### src/rtl/eth_pkg.sv
// Shared Ethernet constants, framer state encoding and bit-order helper.
package eth_pkg;

  localparam logic [7:0]  PREAMBLE_BYTE     = 8'h55;
  localparam logic [7:0]  SFD_BYTE          = 8'hD5;
  localparam logic [10:0] MIN_PAYLOAD_BYTES = 11'd60;
  localparam logic [3:0]  IFG_CYCLES        = 4'd12;
  localparam logic [3:0]  PREAMBLE_BYTES    = 4'd7;
  localparam logic [3:0]  FCS_BYTES         = 4'd4;
  localparam logic [10:0] BYTE_CNT_MAX      = 11'h7FF;
  localparam logic [31:0] CRC_INIT          = 32'hFFFF_FFFF;
  localparam logic [31:0] CRC_POLY          = 32'h04C1_1DB7;

  typedef enum logic [2:0] {
    ST_IDLE,
    ST_PREAMBLE,
    ST_SFD,
    ST_DATA,
    ST_PAD,
    ST_FCS,
    ST_DRAIN,
    ST_IFG
  } framer_state_e;

  function automatic logic [31:0] bitrev32(input logic [31:0] v);
    logic [31:0] r;
    for (int i = 0; i < 32; i++) begin
      r[i] = v[31-i];
    end
    return r;
  endfunction

endpackage

### src/rtl/crc32_gen.sv
// Byte-wide CRC-32 (poly 0x04C11DB7, MSB-first register, data bits fed LSB first).
module crc32_gen
  import eth_pkg::*;
(
  input  logic        clk,
  input  logic        rst_n,
  input  logic        init,
  input  logic        calc,
  input  logic [7:0]  data_in,
  output logic [31:0] crc_out
);

  logic [31:0] crc_q;
  logic [31:0] crc_d;

  // Ethernet sends each byte LSB first, so bit 0 enters the register first.
  function automatic logic [31:0] crc_step(input logic [31:0] crc, input logic [7:0] d);
    logic [31:0] c;
    logic        fb;
    c = crc;
    for (int i = 0; i < 8; i++) begin
      fb = c[31] ^ d[i];
      c  = {c[30:0], 1'b0} ^ (fb ? CRC_POLY : 32'h0);
    end
    return c;
  endfunction

  always_comb begin
    crc_d = crc_q;
    if (init) begin
      crc_d = CRC_INIT;
    end else if (calc) begin
      crc_d = crc_step(crc_q, data_in);
    end
  end

  always_ff @(posedge clk or negedge rst_n) begin
    if (!rst_n) begin
      crc_q <= CRC_INIT;
    end else begin
      crc_q <= crc_d;
    end
  end

  assign crc_out = crc_q;

endmodule

### src/rtl/eth_tx_framer.sv
// GMII transmit framer: preamble/SFD, payload with min-size padding, FCS, underrun abort and IFG.
module eth_tx_framer
  import eth_pkg::*;
(
  input  logic       clk,
  input  logic       rst_n,
  input  logic [7:0] s_data,
  input  logic       s_valid,
  input  logic       s_last,
  output logic       s_ready,
  output logic [7:0] gmii_txd,
  output logic       gmii_tx_en,
  output logic       gmii_tx_er,
  output logic       busy,
  output logic       underrun
);

  framer_state_e state_q, state_d;
  logic [3:0]    cnt_q, cnt_d;
  logic [10:0]   byte_cnt_q, byte_cnt_d;
  logic [31:0]   fcs_q, fcs_d;
  logic [7:0]    txd_q, txd_d;
  logic          tx_en_q, tx_en_d;
  logic          tx_er_q, tx_er_d;
  logic          underrun_q, underrun_d;

  logic          crc_init;
  logic          crc_calc;
  logic [7:0]    crc_data;
  logic [31:0]   crc_out;
  logic [31:0]   fcs_now;
  logic [10:0]   byte_inc;

  crc32_gen u_crc (
    .clk     (clk),
    .rst_n   (rst_n),
    .init    (crc_init),
    .calc    (crc_calc),
    .data_in (crc_data),
    .crc_out (crc_out)
  );

  assign fcs_now  = bitrev32(~crc_out);
  assign byte_inc = (byte_cnt_q == BYTE_CNT_MAX) ? byte_cnt_q : byte_cnt_q + 11'd1;

  // The IDLE->PREAMBLE edge already registers the first preamble byte, so
  // back-to-back frames see exactly IFG_CYCLES idle bytes on the wire.
  always_comb begin
    state_d    = state_q;
    cnt_d      = cnt_q;
    byte_cnt_d = byte_cnt_q;
    fcs_d      = fcs_q;
    txd_d      = 8'h00;
    tx_en_d    = 1'b0;
    tx_er_d    = 1'b0;
    underrun_d = 1'b0;
    crc_init   = 1'b0;
    crc_calc   = 1'b0;
    crc_data   = 8'h00;
    s_ready    = 1'b0;

    case (state_q)
      ST_IDLE: begin
        if (s_valid) begin
          state_d = ST_PREAMBLE;
          txd_d   = PREAMBLE_BYTE;
          tx_en_d = 1'b1;
          cnt_d   = 4'd1;
        end
      end

      ST_PREAMBLE: begin
        txd_d      = PREAMBLE_BYTE;
        tx_en_d    = 1'b1;
        crc_init   = 1'b1;
        byte_cnt_d = 11'd0;
        if (cnt_q == PREAMBLE_BYTES - 4'd1) begin
          state_d = ST_SFD;
          cnt_d   = 4'd0;
        end else begin
          cnt_d = cnt_q + 4'd1;
        end
      end

      ST_SFD: begin
        txd_d    = SFD_BYTE;
        tx_en_d  = 1'b1;
        crc_init = 1'b1;
        state_d  = ST_DATA;
      end

      ST_DATA: begin
        s_ready = 1'b1;
        tx_en_d = 1'b1;
        if (s_valid) begin
          txd_d      = s_data;
          crc_calc   = 1'b1;
          crc_data   = s_data;
          byte_cnt_d = byte_inc;
          if (s_last) begin
            cnt_d   = 4'd0;
            state_d = (byte_inc < MIN_PAYLOAD_BYTES) ? ST_PAD : ST_FCS;
          end
        end else begin
          tx_er_d    = 1'b1;
          underrun_d = 1'b1;
          state_d    = ST_DRAIN;
        end
      end

      ST_PAD: begin
        tx_en_d    = 1'b1;
        crc_calc   = 1'b1;
        byte_cnt_d = byte_inc;
        if (byte_inc >= MIN_PAYLOAD_BYTES) begin
          state_d = ST_FCS;
          cnt_d   = 4'd0;
        end
      end

      ST_FCS: begin
        tx_en_d = 1'b1;
        case (cnt_q[1:0])
          2'd0: begin
            txd_d = fcs_now[7:0];
            fcs_d = fcs_now;
          end
          2'd1:    txd_d = fcs_q[15:8];
          2'd2:    txd_d = fcs_q[23:16];
          default: txd_d = fcs_q[31:24];
        endcase
        if (cnt_q == FCS_BYTES - 4'd1) begin
          state_d = ST_IFG;
          cnt_d   = 4'd0;
        end else begin
          cnt_d = cnt_q + 4'd1;
        end
      end

      ST_DRAIN: begin
        s_ready = 1'b1;
        if (s_valid && s_last) begin
          state_d = ST_IFG;
          cnt_d   = 4'd0;
        end
      end

      ST_IFG: begin
        if (cnt_q == IFG_CYCLES - 4'd1) begin
          state_d = ST_IDLE;
          cnt_d   = 4'd0;
        end else begin
          cnt_d = cnt_q + 4'd1;
        end
      end

      default: begin
        state_d = ST_IDLE;
        cnt_d   = 4'd0;
      end
    endcase
  end

  always_ff @(posedge clk or negedge rst_n) begin
    if (!rst_n) begin
      state_q    <= ST_IDLE;
      cnt_q      <= 4'd0;
      byte_cnt_q <= 11'd0;
      fcs_q      <= 32'h0;
      txd_q      <= 8'h00;
      tx_en_q    <= 1'b0;
      tx_er_q    <= 1'b0;
      underrun_q <= 1'b0;
    end else begin
      state_q    <= state_d;
      cnt_q      <= cnt_d;
      byte_cnt_q <= byte_cnt_d;
      fcs_q      <= fcs_d;
      txd_q      <= txd_d;
      tx_en_q    <= tx_en_d;
      tx_er_q    <= tx_er_d;
      underrun_q <= underrun_d;
    end
  end

  assign gmii_txd   = txd_q;
  assign gmii_tx_en = tx_en_q;
  assign gmii_tx_er = tx_er_q;
  assign underrun   = underrun_q;
  assign busy       = (state_q != ST_IDLE);

endmodule

### config.mk
export PLATFORM = sky130hd
export DESIGN_NAME = eth_tx_framer
export DESIGN_NICKNAME = d
export VERILOG_FILES = /design/src/rtl/eth_pkg.sv /design/src/rtl/crc32_gen.sv /design/src/rtl/eth_tx_framer.sv
export SDC_FILE = /design/constraint.sdc
export NUM_CORES = 1
export LEC_CHECK = 0
export ABC_AREA = 1
export ABC_CLOCK_PERIOD_IN_PS = 3250
export BUFFER_PORTS_ARGS = -buffer_cell sky130_fd_sc_hd__buf_2
export CORE_ASPECT_RATIO = 1.1
export CORE_UTILIZATION = 50
export CTS_CLUSTER_DIAMETER = 150
export CTS_CLUSTER_SIZE = 10
export DETAILED_ROUTE_END_ITERATION = 7
export PLACE_DENSITY = 0.67
export REMOVE_ABC_BUFFERS = 1
export SKIP_CTS_REPAIR_TIMING = 1
export SLEW_MARGIN = 20
export SYNTH_ARGS = -nofsm -noshare
export SYNTH_HDL_FRONTEND = slang
export SYNTH_HIERARCHICAL = 1
export SYNTH_SLANG_ARGS = --single-unit
### constraint.sdc
create_clock -name clk -period 3.25 [get_ports clk]
set_input_delay 0.65 -clock clk [delete_from_list [all_inputs] [get_ports clk]]
set_output_delay 0.65 -clock clk [all_outputs]
set_load 0.02 [all_outputs]
# == Yosys cells after proc, flatten, opt, wreduce, memory -nomap -nowiden ==
# Index checks and enable logic that the tools add are counted.
# totals
register_bits,92
out_inout_bits,13
elab_cells,109
# op_classes
addsub,2
n_lt_le_gt_ge,2
eq_ne,22
n_mux,44
n_bitwise,17
n_reduce_logical,14
# op_table
operator,n
32-bit bitwise XOR,8
27-bit 2-to-1 mux,8
32-bit 2-to-1 mux,2
8-bit case mux with 5 select lines,1
11-bit case mux with 3 select lines,1
4-bit 2-to-1 mux,8
32-bit NOT,1
4-bit case mux with 7 select lines,1
3-bit 2-to-1 mux,8
3-bit case mux with 8 select lines,1
8-bit case mux with 3 select lines,1
11-bit 2-to-1 mux,2
8-bit 2-to-1 mux,2
2-bit != test (second input constant),8
3-bit equality test (second input constant),4
11-bit by 1-bit adder with 11-bit output (second input constant),1
11-bit equality test (second input constant),1
11-bit by 6-bit >= comparator with 1-bit output (second input constant),1
11-bit by 6-bit less-than comparator with 1-bit output (second input constant),1
1-bit bitwise XOR,8
7-bit 2-to-1 mux,1
7-bit AND reduction,1
7-bit nonzero test,1
3-bit by 2-bit equality test with 1-bit output (second input constant),2
other kinds (19),28

# == Depth between registers and ports, before layout ==
# logic_depth
depth_word,28
ltp_mapped,19
mapped_depth_nobuf,18

# == By module ==
# The synthesis kept the hierarchy.
# by_module_without_submodules
mod,n_inst,cells_each,area_per_inst_um2,seq_area_each_um2
eth_tx_framer,1,349,2767.7,1301.2
crc32_gen,1,366,2479.9,840.8

# == Least setup slack after synthesis ==
# OpenSTA, ideal clock, no wires.
# synth_path
kind,reg2reg
start,register state_q[0]
end,register u_crc.crc_q[6] (netlist: u_crc/crc_out[6])
setup_time_ps,73
t_arrival_ps,1972
t_required_ps,3177
path_slack_ps,1205
stages_incl_launch_ff,17
n_path_buf,1
period_less_slack_ps,2045
path_cell_list,dfrtp_1 -> buf_2 -> nand2_1 -> nor2_1 -> inv_2 -> nor2_4 -> inv_2 -> nor2_1 -> inv_1 -> nand2_1 -> nand2_2 -> nand2_4 -> nand2_4 -> nand2_2 -> nand2_2 -> or2_0 -> a21oi_1
# synth_between
word_cells_on_any_way,31
# synth_lines
element,line,rtl
"start, declared",eth_tx_framer.sv:18,"framer_state_e state_q, state_d;"
"start signal, assigned",eth_tx_framer.sv:175,state_q <= state_d;
3-bit by 2-bit equality test with 1-bit output,eth_tx_framer.sv:62,case (state_q)
8-bit 2-to-1 mux,eth_tx_framer.sv:62,
via crc_data[6],eth_tx_framer.sv:29,logic [7:0] crc_data;
1-bit bitwise XOR,crc32_gen.sv:22,fb = c[31] ^ d[i];
27-bit 2-to-1 mux,crc32_gen.sv:23,"c = {c[30:0], 1'b0} ^ (fb ? CRC_POLY : 32'h0);"
32-bit bitwise XOR (2 in a row),crc32_gen.sv:23,
32-bit 2-to-1 mux,crc32_gen.sv:32,end else if (calc) begin
32-bit 2-to-1 mux,crc32_gen.sv:30,if (init) begin
"end signal, assigned",crc32_gen.sv:41,crc_q <= crc_d;
"end, declared",crc32_gen.sv:13,logic [31:0] crc_q;
# The timed path passes the listed nets, and every way through them passes these cells. The select of a mux whose other input is x is not followed.
# A chain may end at the register's enable or synchronous reset.

# == Final worst setup path ==
# layout_path
start,register state_q[0]
end,register u_crc.crc_q[24] (netlist: u_crc/crc_out[24])
# Same word-level chain as after synthesis.

==> impl_results.md <==
- Hpwl dp: 9.77 mm
- Crit path DAT: 2.92 ns
- # diodes: 0
- Util after Layout: between 50% and 60%
- CTS tree: done
- Vias in the first global route: ~4600
- Drt drc: 0
- Distinct cells, synth: 44
- Initial antenna violation count: 0
- Final std cells w/o fill: 883
- Power per cell area: 1060 mW/mm²
- Pleak: between 2 and 3 nW
- CTS Root Cell: clkbuf_8
- Initial core utilization: 52.3%
- Required @ worst endpoint: 3.57 ns
- Clock-pin slew on the worst setup and hold paths: 0.09 ns
- Drt total wl: 13.6 mm
- Total Negative Setup Slacks: 0 ns
- Worst Hold Class: primary input to asynchronous set/reset pin
- DP Area: 0.00549 mm²
- Worst path max stage delay: a little under 0.5 ns
- WS Path Type: register to register
- Crit path max fanout: 10
- P_int: approximately 3.0 mW
- Final Skew: 0.0117 ns
- Ys async rst share: 100%
- Critical Path End Type: register
- Largest net degree at the start of global routing: 85
- Share of layout cells above drive strength 1: 17.1%
- Syn. warnings: 6
- Slew Limit Fails: 0
- Net Sw Frac: 49.8%
- Worst slew pin tran: 0.776 ns
- Number of synthesized flops with an enable pin: 0
- Core Area: 0.0100 mm²
- Multi-input combinational cell area: 0.00261 mm²
- Cell area after synthesis: 0.00525 mm²
- DRT Pass-1 Iters: 5
- Switching pwr: 3.00 mW
- Fin. Hold Viols: 0
- DR WL/cell: 15.3 µm
- H-tree levels: 3
- Clock Sinks: 84
- Max-cap violations: 0
- Via-to-Cell Ratio: 5.36
- Combinational power share: a little under three fifths
- Port Buf Inserts: 24
- Post-synth top flop: dfrtp_1
- GRT Resource Usage Total: 27.0%
- Syn avg cell area: roughly 7.3 µm²
- Final-report setup violation count: 0
- Die span in y: around 110 µm
- Die Wd: 99.7 µm
- F_max: 0.384 GHz
- Nets@finish: ~760
- Placed Cells incl. Taps: 867
- Seq/Total Area, Yosys: 40.8%
- CTS buffer count: 9
- RD Place Congestion: 0.922
- Die area: 0.0109 mm²
- Antenna viol nets, final: 0
- Startpoint types: register
- Clock Path Buffers: 2
- Synthesis-to-finish area growth: 8.27%
- Min Hold Slack: between 0.3 and 0.4 ns
- IO Pins: 25
- GR Overflow Total: 0
- Rows: 38
- Critical-path top delay cell: dfrtp_1
- Final instance area: 0.00568 mm²
- Status: finished, final reports clean
- # fillers: roughly 930
- Yosys reg bits: between 80 and 90
- Shortest period the worst path allows: 2.60 ns
- Worst skew pair latency: roughly 0.37 ns
- Worst-path cell chain: nand2_1 -> nor2_1 -> inv_2 -> nor2_4 -> inv_2 -> nor2_1 -> inv_1 -> nand2_1 -> nand2_2 -> nand2_4 -> nand2_4 -> nand2_2 -> nand2_2 -> inv_1 -> nand2_1 -> nand3_1 -> o21ai_0 -> inv_1
- DR vias: 4735
- First-pass GRT wire length: 22.7 mm
- Reg power frac: 31.0%
- Register Area: 0.00214 mm²
- Unrepaired setup endpoints after global routing: false
- VDD IR max: approximately 460 µV
- Crit share post-route: 80.1%
- Clock network power share: 12.7%
- Mapped Cells: about 700
- Max_slew headroom: between 40% and 50%
- Initial drt markers: between 300 and 400
==> final timing paths <==
check,start,to,slack [ns],cells past startpoint
max,state_q[0]$_DFFE_PN0P_,u_crc/crc_out[24]$_DFFE_PN1P_,0.65,18
min,rst_n,byte_cnt_q[5]$_DFFE_PN0P_,0.31,1
max reg2reg,state_q[0]$_DFFE_PN0P_,u_crc/crc_out[24]$_DFFE_PN1P_,0.65,18
min reg2reg,fcs_q[14]$_DFFE_PN0P_,fcs_q[14]$_DFFE_PN0P_,0.49,2
max in group asynchronous,rst_n,fcs_q[23]$_DFFE_PN0P_,2.39,1
min in group clk,fcs_q[14]$_DFFE_PN0P_,fcs_q[14]$_DFFE_PN0P_,0.49,2
==> power by group through the flow <==
| stage | Combinational (mW) | Sequential, mW | Clock [mW] |
|---|---|---|---|
| 2_1_floorplan | 2.45 | 1.85 | 0 |
| 3_3_place_gp | 3.28 | 1.88 | 0 |
| 3_5_place_dp | 3.35 | 1.89 | 0 |
| 4_1_cts | 3.36 | 1.87 | 0.778 |
| 5_1_grt | 3.81 | 1.93 | 0.827 |
| 6_report | 3.39 | 1.87 | 0.764 |
==> registers in the layout, summed over array words and instances, names as in the netlist <==
register,count
u_crc/crc_out,32
fcs_q,24
state_q,3
byte_cnt_q,11
gmii_tx_en,1
cnt_q,4
gmii_txd,8
underrun,1
==> through the flow <==
stage,total power [mW],setup WS (ns)
2_1_floorplan,4.30,0.967
3_3_place_gp,5.16,0.729
3_5_place_dp,5.23,0.656
4_1_cts,6.00,0.691
5_1_grt,6.57,0.382
6_report,6.03,0.646
==> Yosys cell counts (2+ instances only) <==
| library cell | instances | share of area (%) |
|---|---|---|
| dfrtp_1 | 52 | 25 |
| a31oi_1 | 2 | 0.24 |
| o22ai_1 | 20 | 2.4 |
| nand4_1 | 3 | 0.36 |
| xor2_2 | 2 | 0.62 |
| xnor2_1 | 3 | 0.50 |
| a221oi_1 | 3 | 0.50 |
| nand2_4 | 9 | 1.9 |
| a21oi_1 | 18 | 1.7 |
| o21ai_0 | 48 | 4.6 |
| inv_2 | 13 | 0.93 |
| o221ai_1 | 5 | 0.83 |
| buf_2 | 8 | 0.76 |
| o21ai_1 | 9 | 0.86 |
| nand3_2 | 2 | 0.38 |
| nand2_1 | 219 | 16 |
| nor2_1 | 42 | 3.0 |
| nor2_2 | 4 | 0.48 |
| nand2_2 | 18 | 2.1 |
| clkbuf_1 | 5 | 0.36 |
| o21bai_1 | 3 | 0.43 |
| ha_1 | 5 | 1.2 |
| nor2_4 | 3 | 0.64 |
| nand3b_1 | 2 | 0.29 |
| dfstp_2 | 32 | 16 |
| xor2_1 | 25 | 4.2 |
| inv_1 | 98 | 7.0 |
| nand3_1 | 46 | 4.4 |
==> per-layer routing <==
metal / wire length [µm] / vias to the layer above / GRT usage, %
li1: - / 2318 / -
met1: 5940 / 2247 / 35.4
met4: 233 / 0 / 9.24
met3: 835 / 23 / 4.70
met2: 6540 / 147 / 45.3
met5: 0 / - / 0
==> placed cells by master (no fill, tap or decap), types with 2 or more instances in the layout <==
master    Yosys  layout
dfstp_2      32      32
o21bai_1      3       3
nand2_4       9       9
o22ai_1      20      20
nand2_2      18      18
o21ai_1       9       9
xor2_2        2       2
xnor2_1       3       3
nor2_1       42      42
buf_2         8      23
o21ai_0      48      48
buf_4         1       3
clkbuf_8      0      10
a31oi_1       2       2
a221oi_1      3       3
inv_2        13      13
ha_1          5       5
nand3_2       2       2
clkbuf_1      5       4
nor2_2        4       4
xor2_1       25      25
nand3_1      46      46
nor2_4        3       3
a21oi_1      18      18
o221ai_1      5       5
inv_1        98      98
nand4_1       3       3
nand2_1     219     219
nand3b_1      2       2
dfrtp_1      52      52
==> final cells by class <==
cell class / instances / share of cell area, %
Clock buffer: 14 / 2.69
Clock inverter: 2 / 0.617
Sequential cell: 84 / 37.7
Inverter: 112 / 7.40
Timing Repair Buffer: 27 / 2.62
Multi-Input combinational cell: 504 / 45.9
Tap cell: 140 / 3.08
==> kinds of logic (layout without fill, tap and decap cells) <==
kind of cell / after synthesis / in the layout / synth area share, %
buffers and inverters: 127 / 155 / 9.49
adder cells (fa/ha/maj): 5 / 5 / 1.19
AND/OR/NAND/NOR: 354 / 354 / 30.4
flip-flops: 84 / 84 / 40.8
AO/OA/AOI/OAI: 114 / 114 / 12.5
XOR/XNOR: 31 / 31 / 5.60
==> worst max-delay path: cells and delay by family, from the launching register on <==
family / cells / cell delay [ns]
simple gates: 12 / 1.38
buf+inv: 5 / 0.57
compound gates: 1 / 0.08
flops: 1 / 0.49
Note: power is estimated with default switching activity, not from simulation.
